**src/rtl/ram_port_arbiter_if.sv**
```systemverilog
// Bus bundle for ram_port_arbiter: two requester command channels, the
// read-response channel and the RAM-side command/data strobes.
// slave modport = arbiter side, master modport = requesters + RAM model side.
interface ram_port_arbiter_if;
    logic       req0_valid;
    logic       req0_ready;
    logic [9:0] req0_din;
    logic       req1_valid;
    logic       req1_ready;
    logic [9:0] req1_din;
    logic       rsp_valid;
    logic       rsp_id;
    logic [7:0] rsp_data;
    logic [9:0] ram_din;
    logic       ram_rx_valid;
    logic [7:0] ram_dout;
    logic       ram_tx_valid;

    modport slave (
        input  req0_valid, req0_din, req1_valid, req1_din, ram_dout, ram_tx_valid,
        output req0_ready, req1_ready, rsp_valid, rsp_id, rsp_data, ram_din, ram_rx_valid
    );

    modport master (
        output req0_valid, req0_din, req1_valid, req1_din, ram_dout, ram_tx_valid,
        input  req0_ready, req1_ready, rsp_valid, rsp_id, rsp_data, ram_din, ram_rx_valid
    );
endinterface

```
**src/rtl/ram_port_arbiter.sv**
```systemverilog
// ram_port_arbiter: round-robin arbiter sharing one RAM command port between
// two requesters. Each requester owns private write/read address registers;
// address opcodes (00/10) complete in one cycle, data opcodes (01/11) issue an
// address word then a data word to the RAM, reads then wait for the RAM reply.
// Optional feature: define RAM_ARB_AUTO_INC_EN to post-increment the owning
// address register (modulo MEM_DEPTH) after each completed data access.
module ram_port_arbiter #(
    parameter int MEM_DEPTH = 256,
    parameter int ADDR_SIZE = 8
) (
    input  logic              clk,
    input  logic              rst,
    ram_port_arbiter_if.slave bus
);

`ifdef RAM_ARB_AUTO_INC_EN
    localparam bit AUTO_INC = 1'b1;
`else
    localparam bit AUTO_INC = 1'b0;
`endif

    localparam logic [1:0] OP_WA = 2'b00;
    localparam logic [1:0] OP_WD = 2'b01;
    localparam logic [1:0] OP_RA = 2'b10;
    localparam logic [1:0] OP_RD = 2'b11;

    typedef enum logic [1:0] {IDLE, SET_ADDR, XFER, WAIT_RD} state_t;

    // Next address with wrap at the last RAM word.
    function automatic logic [ADDR_SIZE-1:0] f_next_addr(input logic [ADDR_SIZE-1:0] a);
        if (a == ADDR_SIZE'(MEM_DEPTH - 1)) return '0;
        return a + 1'b1;
    endfunction

    state_t                r_state;
    logic                  r_last;
    logic [ADDR_SIZE-1:0]  r_wr_addr [2];
    logic [ADDR_SIZE-1:0]  r_rd_addr [2];
    logic                  r_id;
    logic                  r_is_rd;
    logic [7:0]            r_payload;
    logic                  r_rsp_valid;
    logic                  r_rsp_id;
    logic [7:0]            r_rsp_data;
    logic [9:0]            r_ram_din;
    logic                  r_ram_rx_valid;

    logic                  w_idle;
    logic                  w_gnt_vld;
    logic                  w_gnt;
    logic                  w_xfer;
    logic [9:0]            w_din;

    assign w_idle = (r_state == IDLE);

    // Round-robin grant: on contention the requester not served last wins.
    always_comb begin
        w_gnt_vld = 1'b0;
        w_gnt     = 1'b0;
        if (bus.req0_valid && bus.req1_valid) begin
            w_gnt_vld = 1'b1;
            w_gnt     = ~r_last;
        end else if (bus.req0_valid) begin
            w_gnt_vld = 1'b1;
            w_gnt     = 1'b0;
        end else if (bus.req1_valid) begin
            w_gnt_vld = 1'b1;
            w_gnt     = 1'b1;
        end
    end

    // Ready is only offered in IDLE and only to a valid, granted requester,
    // so a grant in IDLE is always a completed handshake.
    assign w_xfer         = w_idle && w_gnt_vld;
    assign w_din          = w_gnt ? bus.req1_din : bus.req0_din;
    assign bus.req0_ready = w_xfer && !w_gnt;
    assign bus.req1_ready = w_xfer &&  w_gnt;

    assign bus.rsp_valid    = r_rsp_valid;
    assign bus.rsp_id       = r_rsp_id;
    assign bus.rsp_data     = r_rsp_data;
    assign bus.ram_din      = r_ram_din;
    assign bus.ram_rx_valid = r_ram_rx_valid;

    // Control FSM with registered RAM/response outputs; each state names the
    // cycle in which its RAM word is presented.
    always_ff @(posedge clk) begin
        if (rst) begin
            r_state        <= IDLE;
            r_last         <= 1'b1;
            r_wr_addr      <= '{default: '0};
            r_rd_addr      <= '{default: '0};
            r_id           <= 1'b0;
            r_is_rd        <= 1'b0;
            r_payload      <= 8'h00;
            r_rsp_valid    <= 1'b0;
            r_rsp_id       <= 1'b0;
            r_rsp_data     <= 8'h00;
            r_ram_din      <= 10'h000;
            r_ram_rx_valid <= 1'b0;
        end else begin
            r_rsp_valid <= 1'b0;
            case (r_state)
                IDLE: begin
                    if (w_xfer) begin
                        r_last <= w_gnt;
                        case (w_din[9:8])
                            OP_WA: r_wr_addr[w_gnt] <= ADDR_SIZE'(w_din[7:0]);
                            OP_RA: r_rd_addr[w_gnt] <= ADDR_SIZE'(w_din[7:0]);
                            default: begin
                                r_id           <= w_gnt;
                                r_is_rd        <= w_din[9];
                                r_payload      <= w_din[7:0];
                                r_ram_din      <= w_din[9] ? {OP_RA, 8'(r_rd_addr[w_gnt])}
                                                           : {OP_WA, 8'(r_wr_addr[w_gnt])};
                                r_ram_rx_valid <= 1'b1;
                                r_state        <= SET_ADDR;
                            end
                        endcase
                    end
                end
                SET_ADDR: begin
                    r_ram_din <= r_is_rd ? {OP_RD, 8'h00} : {OP_WD, r_payload};
                    r_state   <= XFER;
                end
                XFER: begin
                    r_ram_din      <= 10'h000;
                    r_ram_rx_valid <= 1'b0;
                    if (r_is_rd) begin
                        r_state <= WAIT_RD;
                    end else begin
                        r_state <= IDLE;
                        if (AUTO_INC) r_wr_addr[r_id] <= f_next_addr(r_wr_addr[r_id]);
                    end
                end
                WAIT_RD: begin
                    if (bus.ram_tx_valid) begin
                        r_rsp_valid <= 1'b1;
                        r_rsp_id    <= r_id;
                        r_rsp_data  <= bus.ram_dout;
                        r_state     <= IDLE;
                        if (AUTO_INC) r_rd_addr[r_id] <= f_next_addr(r_rd_addr[r_id]);
                    end
                end
                default: r_state <= IDLE;
            endcase
        end
    end

endmodule

```
**src/flat_wrapper.sv**
```systemverilog
// flat-port wrapper written by rule: the top's interface ports become plain ports
module ram_port_arbiter_flat 
#(
    parameter int MEM_DEPTH = 256,
    parameter int ADDR_SIZE = 8
)
  (clk, rst, bus_req0_valid, bus_req0_din, bus_req1_valid, bus_req1_din, bus_ram_dout, bus_ram_tx_valid, bus_req0_ready, bus_req1_ready, bus_rsp_valid, bus_rsp_id, bus_rsp_data, bus_ram_din, bus_ram_rx_valid);
  ram_port_arbiter_if bus_i ();
  input  logic clk;
  input  logic rst;
  input wire logic [$bits(bus_i.req0_valid)-1:0] bus_req0_valid;
  input wire logic [$bits(bus_i.req0_din)-1:0] bus_req0_din;
  input wire logic [$bits(bus_i.req1_valid)-1:0] bus_req1_valid;
  input wire logic [$bits(bus_i.req1_din)-1:0] bus_req1_din;
  input wire logic [$bits(bus_i.ram_dout)-1:0] bus_ram_dout;
  input wire logic [$bits(bus_i.ram_tx_valid)-1:0] bus_ram_tx_valid;
  output wire logic [$bits(bus_i.req0_ready)-1:0] bus_req0_ready;
  output wire logic [$bits(bus_i.req1_ready)-1:0] bus_req1_ready;
  output wire logic [$bits(bus_i.rsp_valid)-1:0] bus_rsp_valid;
  output wire logic [$bits(bus_i.rsp_id)-1:0] bus_rsp_id;
  output wire logic [$bits(bus_i.rsp_data)-1:0] bus_rsp_data;
  output wire logic [$bits(bus_i.ram_din)-1:0] bus_ram_din;
  output wire logic [$bits(bus_i.ram_rx_valid)-1:0] bus_ram_rx_valid;
  assign bus_i.req0_valid = bus_req0_valid;
  assign bus_i.req0_din = bus_req0_din;
  assign bus_i.req1_valid = bus_req1_valid;
  assign bus_i.req1_din = bus_req1_din;
  assign bus_i.ram_dout = bus_ram_dout;
  assign bus_i.ram_tx_valid = bus_ram_tx_valid;
  assign bus_req0_ready = bus_i.req0_ready;
  assign bus_req1_ready = bus_i.req1_ready;
  assign bus_rsp_valid = bus_i.rsp_valid;
  assign bus_rsp_id = bus_i.rsp_id;
  assign bus_rsp_data = bus_i.rsp_data;
  assign bus_ram_din = bus_i.ram_din;
  assign bus_ram_rx_valid = bus_i.ram_rx_valid;
  ram_port_arbiter #(.MEM_DEPTH(MEM_DEPTH), .ADDR_SIZE(ADDR_SIZE)) u_core (.clk(clk), .rst(rst), .bus(bus_i));
endmodule
```
**config.mk**
```make
export PLATFORM = sky130hd
export DESIGN_NAME = ram_port_arbiter_flat
export DESIGN_NICKNAME = d
export VERILOG_FILES = /design/src/rtl/ram_port_arbiter_if.sv /design/src/rtl/ram_port_arbiter.sv /design/src/flat_wrapper.sv
export SDC_FILE = /design/constraint.sdc
export NUM_CORES = 1
export LEC_CHECK = 0
export ABC_AREA = 1
export CAP_MARGIN = 20
export CORE_ASPECT_RATIO = 1.1
export CORE_MARGIN = 2
export CORE_UTILIZATION = 25
export DETAILED_ROUTE_END_ITERATION = 12
export GPL_ROUTABILITY_DRIVEN = 0
export SYNTH_ARGS = -nofsm -noshare
export SYNTH_HDL_FRONTEND = slang
export SYNTH_SLANG_ARGS = --single-unit
```
**constraint.sdc**
```tcl
create_clock -name clk -period 3.2 [get_ports clk]
set_input_delay 0.32 -clock clk [delete_from_list [all_inputs] [get_ports clk]]
set_output_delay 0.32 -clock clk [all_outputs]
set_load 0.01 [all_outputs]
```
* Word-level counts from Yosys, hierarchy flattened
Cells that the tools add are included.
Word-level totals: bits in registers 66, word-level logic and storage cells 77, input bits 33
Cells by class: multiplexer cells 30, magnitude comparators 2, bitwise logic cells 4, equality and inequality tests 7, reduce and logical (&&, ||, !) cells 20
Operators with widths (number):
- two-way mux 8 bit | 7
- two-way mux 10 bit | 5
- bitwise mux 16 bit | 2
- one-hot mux 10 bit (3 select lines) | 1
- AND reduction 3 bit | 6
- demux 8 bit (select 1 bit) | 1
- two-way mux 1 bit | 8
- two-way mux 2 bit | 4
- one-hot mux 2 bit (4 select lines) | 1
- equality test 2 bit (second input constant) | 3
- inequality test 2 bit (second input constant) | 3
- logical AND 1 bit | 5
- logical NOT 2 bit | 2
- AND reduction 2 bit | 2
- OR reduction 2 bit | 2
- inverter 1 bit | 3
- nonzero test 3 bit | 1
- equality test 2 x 1 -> 1 bit (second input constant) | 1
- greater-or-equal comparator 2 bit (second input constant) | 1
- < comparator 2 x 1 -> 1 bit (second input constant) | 1
- inverter 1 -> 2 bit | 1
- one-hot mux 1 bit (2 select lines) | 1
- nonzero test 2 bit | 1
- logical NOT 1 bit | 1

* Logic depth before layout (Yosys ltp)
word-level depth 11, mapped depth 10

* Least setup slack after synthesis
Ideal clock, no wire load.
path type reg-to-reg, start register u_core.r_state[1], end register u_core.r_wr_addr[3] (netlist name), path buffers 1, stages on the path, launching flop included 11, library setup time 0.113 ns, data arrival time 1.414 ns, path slack 1.673 ns, required time 3.087 ns, cells stage by stage dfxtp_1 inv_1 ha_1 inv_1 nor2_4 nand2_4 nor2_4 buf_6 nand2_1 nand2_1 nor2_1
Between the ends: word-level cells in the longest chain between the ends 3
Ends and longest elaborated chain:
- start: declaration | RTL line ram_port_arbiter.sv:35 | state_t r_state;
- start signal: assignment | RTL line ram_port_arbiter.sv:89 | r_state <= IDLE;
- start signal: assignment | RTL line ram_port_arbiter.sv:117 | r_state <= SET_ADDR;
- start signal: assignment | RTL line ram_port_arbiter.sv:124 | r_state <= XFER;
- logical NOT 2 bit (*) | RTL line ram_port_arbiter.sv:54, ram_port_arbiter.sv:103
- logical AND 1 bit | RTL line ram_port_arbiter.sv:74 | assign w_xfer = w_idle && w_gnt_vld;
- AND reduction 3 bit (no line) (*)
- end signal: indexed assignment | RTL line ram_port_arbiter.sv:108 | OP_WA: r_wr_addr[w_gnt] <= ADDR_SIZE'(w_din[7:0]);
- end signal: indexed assignment | RTL line ram_port_arbiter.sv:133 | if (AUTO_INC) r_wr_addr[r_id] <= f_next_addr(r_wr_addr[r_id]);
- end: declaration | RTL line ram_port_arbiter.sv:37 | logic [ADDR_SIZE-1:0] r_wr_addr [2];
Every way passes the cells marked *; elsewhere a longest branch is shown, timed or not. A chain may end at the register's enable or synchronous reset.

* Worst setup path in the final report
start register u_core.r_state[0], end output bus_req0_ready
Between the ends: word-level cells in the longest chain between the ends 3
Ends and longest elaborated chain:
- logical NOT 2 bit | RTL line ram_port_arbiter.sv:54 | assign w_idle = (r_state == IDLE);
- logical AND 1 bit | RTL line ram_port_arbiter.sv:74
- logical AND 1 bit | RTL line ram_port_arbiter.sv:76 | assign bus.req0_ready = w_xfer && !w_gnt;
- end: declaration | RTL line flat_wrapper.sv:17 | output wire logic [$bits(bus_i.req0_ready)-1:0] bus_req0_ready;
Every way passes these cells.

==> flow_summary.ini <==
[floorplanning]
dieArea_um2 = 14770
die_w_um = 116.0
die_h_um = 127.2
io_pins = 56
rows = 45
core_um2 = 13630
initial_core_util_pct = 25.34

[clocking]
cts.clk_slew.worst_paths_ns = 0.05
ctsHoldBuffers = 0
ctsResizeCount = 0
htree_levels = 3
cts-root-buf = clkbuf_16
clk-insertion-delay-late_ns = 0.34
cts_tree = built
cts_buffer_depth = 2
postCtsSetupBuffers = 0
numCtsBuffers = 9
cts_sinks = 66

[finish]
antenna_cells = 0
stdcell_count = 778
drive_gt1_share_pct = 6.271
areaGrowthSynthToFinish_pct = 28.78
final-seq-area_um2 = 1321
fin_util_pct = 32.63
multiInputGateArea_um2 = 1762
mostFrequentLayoutCells = nand2_1 (171), nor2_1 (90), dfxtp_1 (66)
fillers = 1519
fin_nets = 623
final_common_cell = nand2_1

[worst_setup_path]
startpoint_type = flop
crit_path_end = bus_req0_ready
required_ns = 2.88
r2r_cells = 9
r2r_end = u_core.r_payload[0]$_SDFFE_PP0P_
crit_fanout = 8
slowest_delay_ns = 0.58
arrival_ns = 2.18
path_cells = inv_1 > ha_1 > o21ai_0 > nor2_4 > clkdlybuf4s50_1
end_kind = output port
r2r_slack_ns = 1.04
critical_path.slowest_cell = clkdlybuf4s50_1
crit_type = reg2out
cp-startpoint = u_core.r_state[0]$_SDFFE_PP0P_
r2r-start = u_core.r_state[0]$_SDFFE_PP0P_

[logic_synthesis]
synth_top_area_share_pct = 38.27
netlist_area_um2 = 3452
ys_ff_latch = 66
synthTopCellsByArea = dfxtp_1 (38%), nand2_1 (19%), nor2_1 (9.8%), inv_1 (6.3%), nand3_1 (4.5%)
ys_seq_area_share_pct = 38.27
synth_cells = 536
yosys.area_share.simple_pct = 42.04
avgSynthCellArea_um2 = 6.440
synth_mux_area_share_pct = 0
synth_compound_area_share_pct = 7.177
synth-xor-area-share_pct = 0
yosys.area.top_type = dfxtp_1
synth_fa_ha_area_share_pct = 1.812
synth_top_family_by_area = simple AND/OR/NAND/NOR gates
synth_fp_nets = 574
ys_types = 25
yosysWarnings = 0

[timing]
tns_ns = 0
worst_pin_slew_ns = 0.4661
slew_headroom_pct = 68.82
rsz0062_at_grt = false
drv_slew = 0
fin_hold_ws_ns = 0.4473
setup_viol = 0
skew_ns = 0.003390
hold_viol = 0
timing.fmax_mhz = 399.7
period_share_pct = 78.18
min_period_ns = 2.502

[job]
max_cap_viol_count = 0

[power]
irDropWorstVdd_uv = 196.2
p_leak_nw = 1.967
switching_power_uw = 896.5
internal_power_mw = 1.892
combPwrFrac_pct = 28.8
seqPwrFrac_pct = 35.4
clockPowerShare_pct = 35.8
power.share.switching_pct = 32.15
power.density_nw_per_um2 = 627.2

[placement]
dp_hpwl_mm = 6.284
portBuffers = 55
dp_cells = 762

[routing]
wirelength_mm = 8.753
route.detailed.drc = 0
ant_nets = 0
drt_iter0_markers = 206
avgRoutedWirePerCell_um = 11.25
vias = 3210
dr.pass1.iters = 4
via_per_inst = 4.126

[grt]
grt_pass1_wl_mm = 14.57
grt_max_degree = 43
first_global_vias = 3023
overflow = 0
grt_util_all_layers_pct = 12.70
antenna_found_initial = 0

[status]
outcome = complete, no violations

[hold_path]
hp-class = reg2reg
[stage by stage]
| stage | setup slack (ns) | instance area [um2] | power [mW] |
|---|---|---|---|
| after CTS | 0.6496 | 4446 | 2.824 |
| after floorplan | 1.674 | 3452 | 1.546 |
| final | 0.6981 | 4446 | 2.788 |
| after global routing | 0.5275 | 4446 | 2.965 |
| after global placement | 0.7338 | 4146 | 1.807 |
| after detailed placement | 0.7188 | 4146 | 1.811 |
[how the worst min path moves through the flow]
stage	from	end	slack (ns)	cells after the start
after floorplan	rst	u_core.r_id$_SDFFE_PP0P_	0.39	1
after global placement	u_core.r_payload[4]$_SDFFE_PP0P_	u_core.r_payload[4]$_SDFFE_PP0P_	0.44	2
after detailed placement	u_core.r_payload[7]$_SDFFE_PP0P_	u_core.r_payload[7]$_SDFFE_PP0P_	0.44	2
after CTS	u_core.r_payload[7]$_SDFFE_PP0P_	u_core.r_payload[7]$_SDFFE_PP0P_	0.45	2
after global routing	u_core.r_payload[7]$_SDFFE_PP0P_	u_core.r_payload[7]$_SDFFE_PP0P_	0.46	2
final	u_core.r_payload[7]$_SDFFE_PP0P_	u_core.r_payload[7]$_SDFFE_PP0P_	0.45	2
[layout make-up]
cell class | instances | area share (%)
multi-input cells | 385 | 39.63
repair buffers | 61 | 13.40
clock inverters | 2 | 0.7881
well taps | 188 | 5.291
inverters | 62 | 5.235
flip-flops and latches | 66 | 29.72
clock buffers | 14 | 5.939
[sequential cells by signal, summed over array words and instances, names as in the netlist]
name and flops:
u_core.r_id 1, u_core.r_state 2, u_core.bus.rsp_id 1, u_core.bus.rsp_valid 1
u_core.r_last 1, u_core.r_wr_addr 16, u_core.r_is_rd 1, u_core.r_rd_addr 16
u_core.bus.rsp_data 8, u_core.r_payload 8, u_core.bus.ram_din 10, u_core.bus.ram_rx_valid 1
[routing by layer]
layer / vias up / GRT usage [%] / part of all wire [%]
li1: 1752 / - / -
met1: 1378 / 15.97 / 46
met2: 64 / 20.06 / 46
met3: 16 / 2.894 / 4.8
met4: 0 / 6.933 / 2.8
met5: - / 0 / 0
[worst max-delay path: cells and delay by family (launching register included)]
family | cells | cell delay (ns)
DFF | 1 | 0.34
and+or+nand+nor | 1 | 0.29
adders and majority gates | 1 | 0.28
buffers and inverters | 2 | 0.72
AOI/OAI and AO/OA | 1 | 0.22
[synth_stat cells]
cell and n:
inv_2 2, clkinv_1 2, dfxtp_1 66, nor2_2 1
a22oi_1 1, nand2_1 171, buf_6 4, nand3_2 2
nand2_4 3, nand2_2 5, inv_1 58, nand3b_1 10
nor2_1 90, nand3_1 31, ha_1 5, o21ai_0 21
o211a_1 1, o21ai_1 2, buf_2 7, buf_4 3
nand4_1 14, nor2_4 4, nand3_4 1, a21oi_1 23
clkbuf_1 9
[logic make-up after synthesis]
family,count (synthesis)
fa+ha+maj,5
compound gates,48
simple gates,332
flops,66
buf+inv,85
[power groups by stage]
stage                     clock network, mW  registers, mW  logic (mW)
after floorplan                           0           1.02       0.529
after global placement                    0           1.00       0.804
after detailed placement                  0           1.00       0.806
after CTS                              1.02          0.988       0.812
after global routing                   1.06           1.00       0.907
final                                 0.999          0.987       0.802
Power figures use the tool's default switching activity.
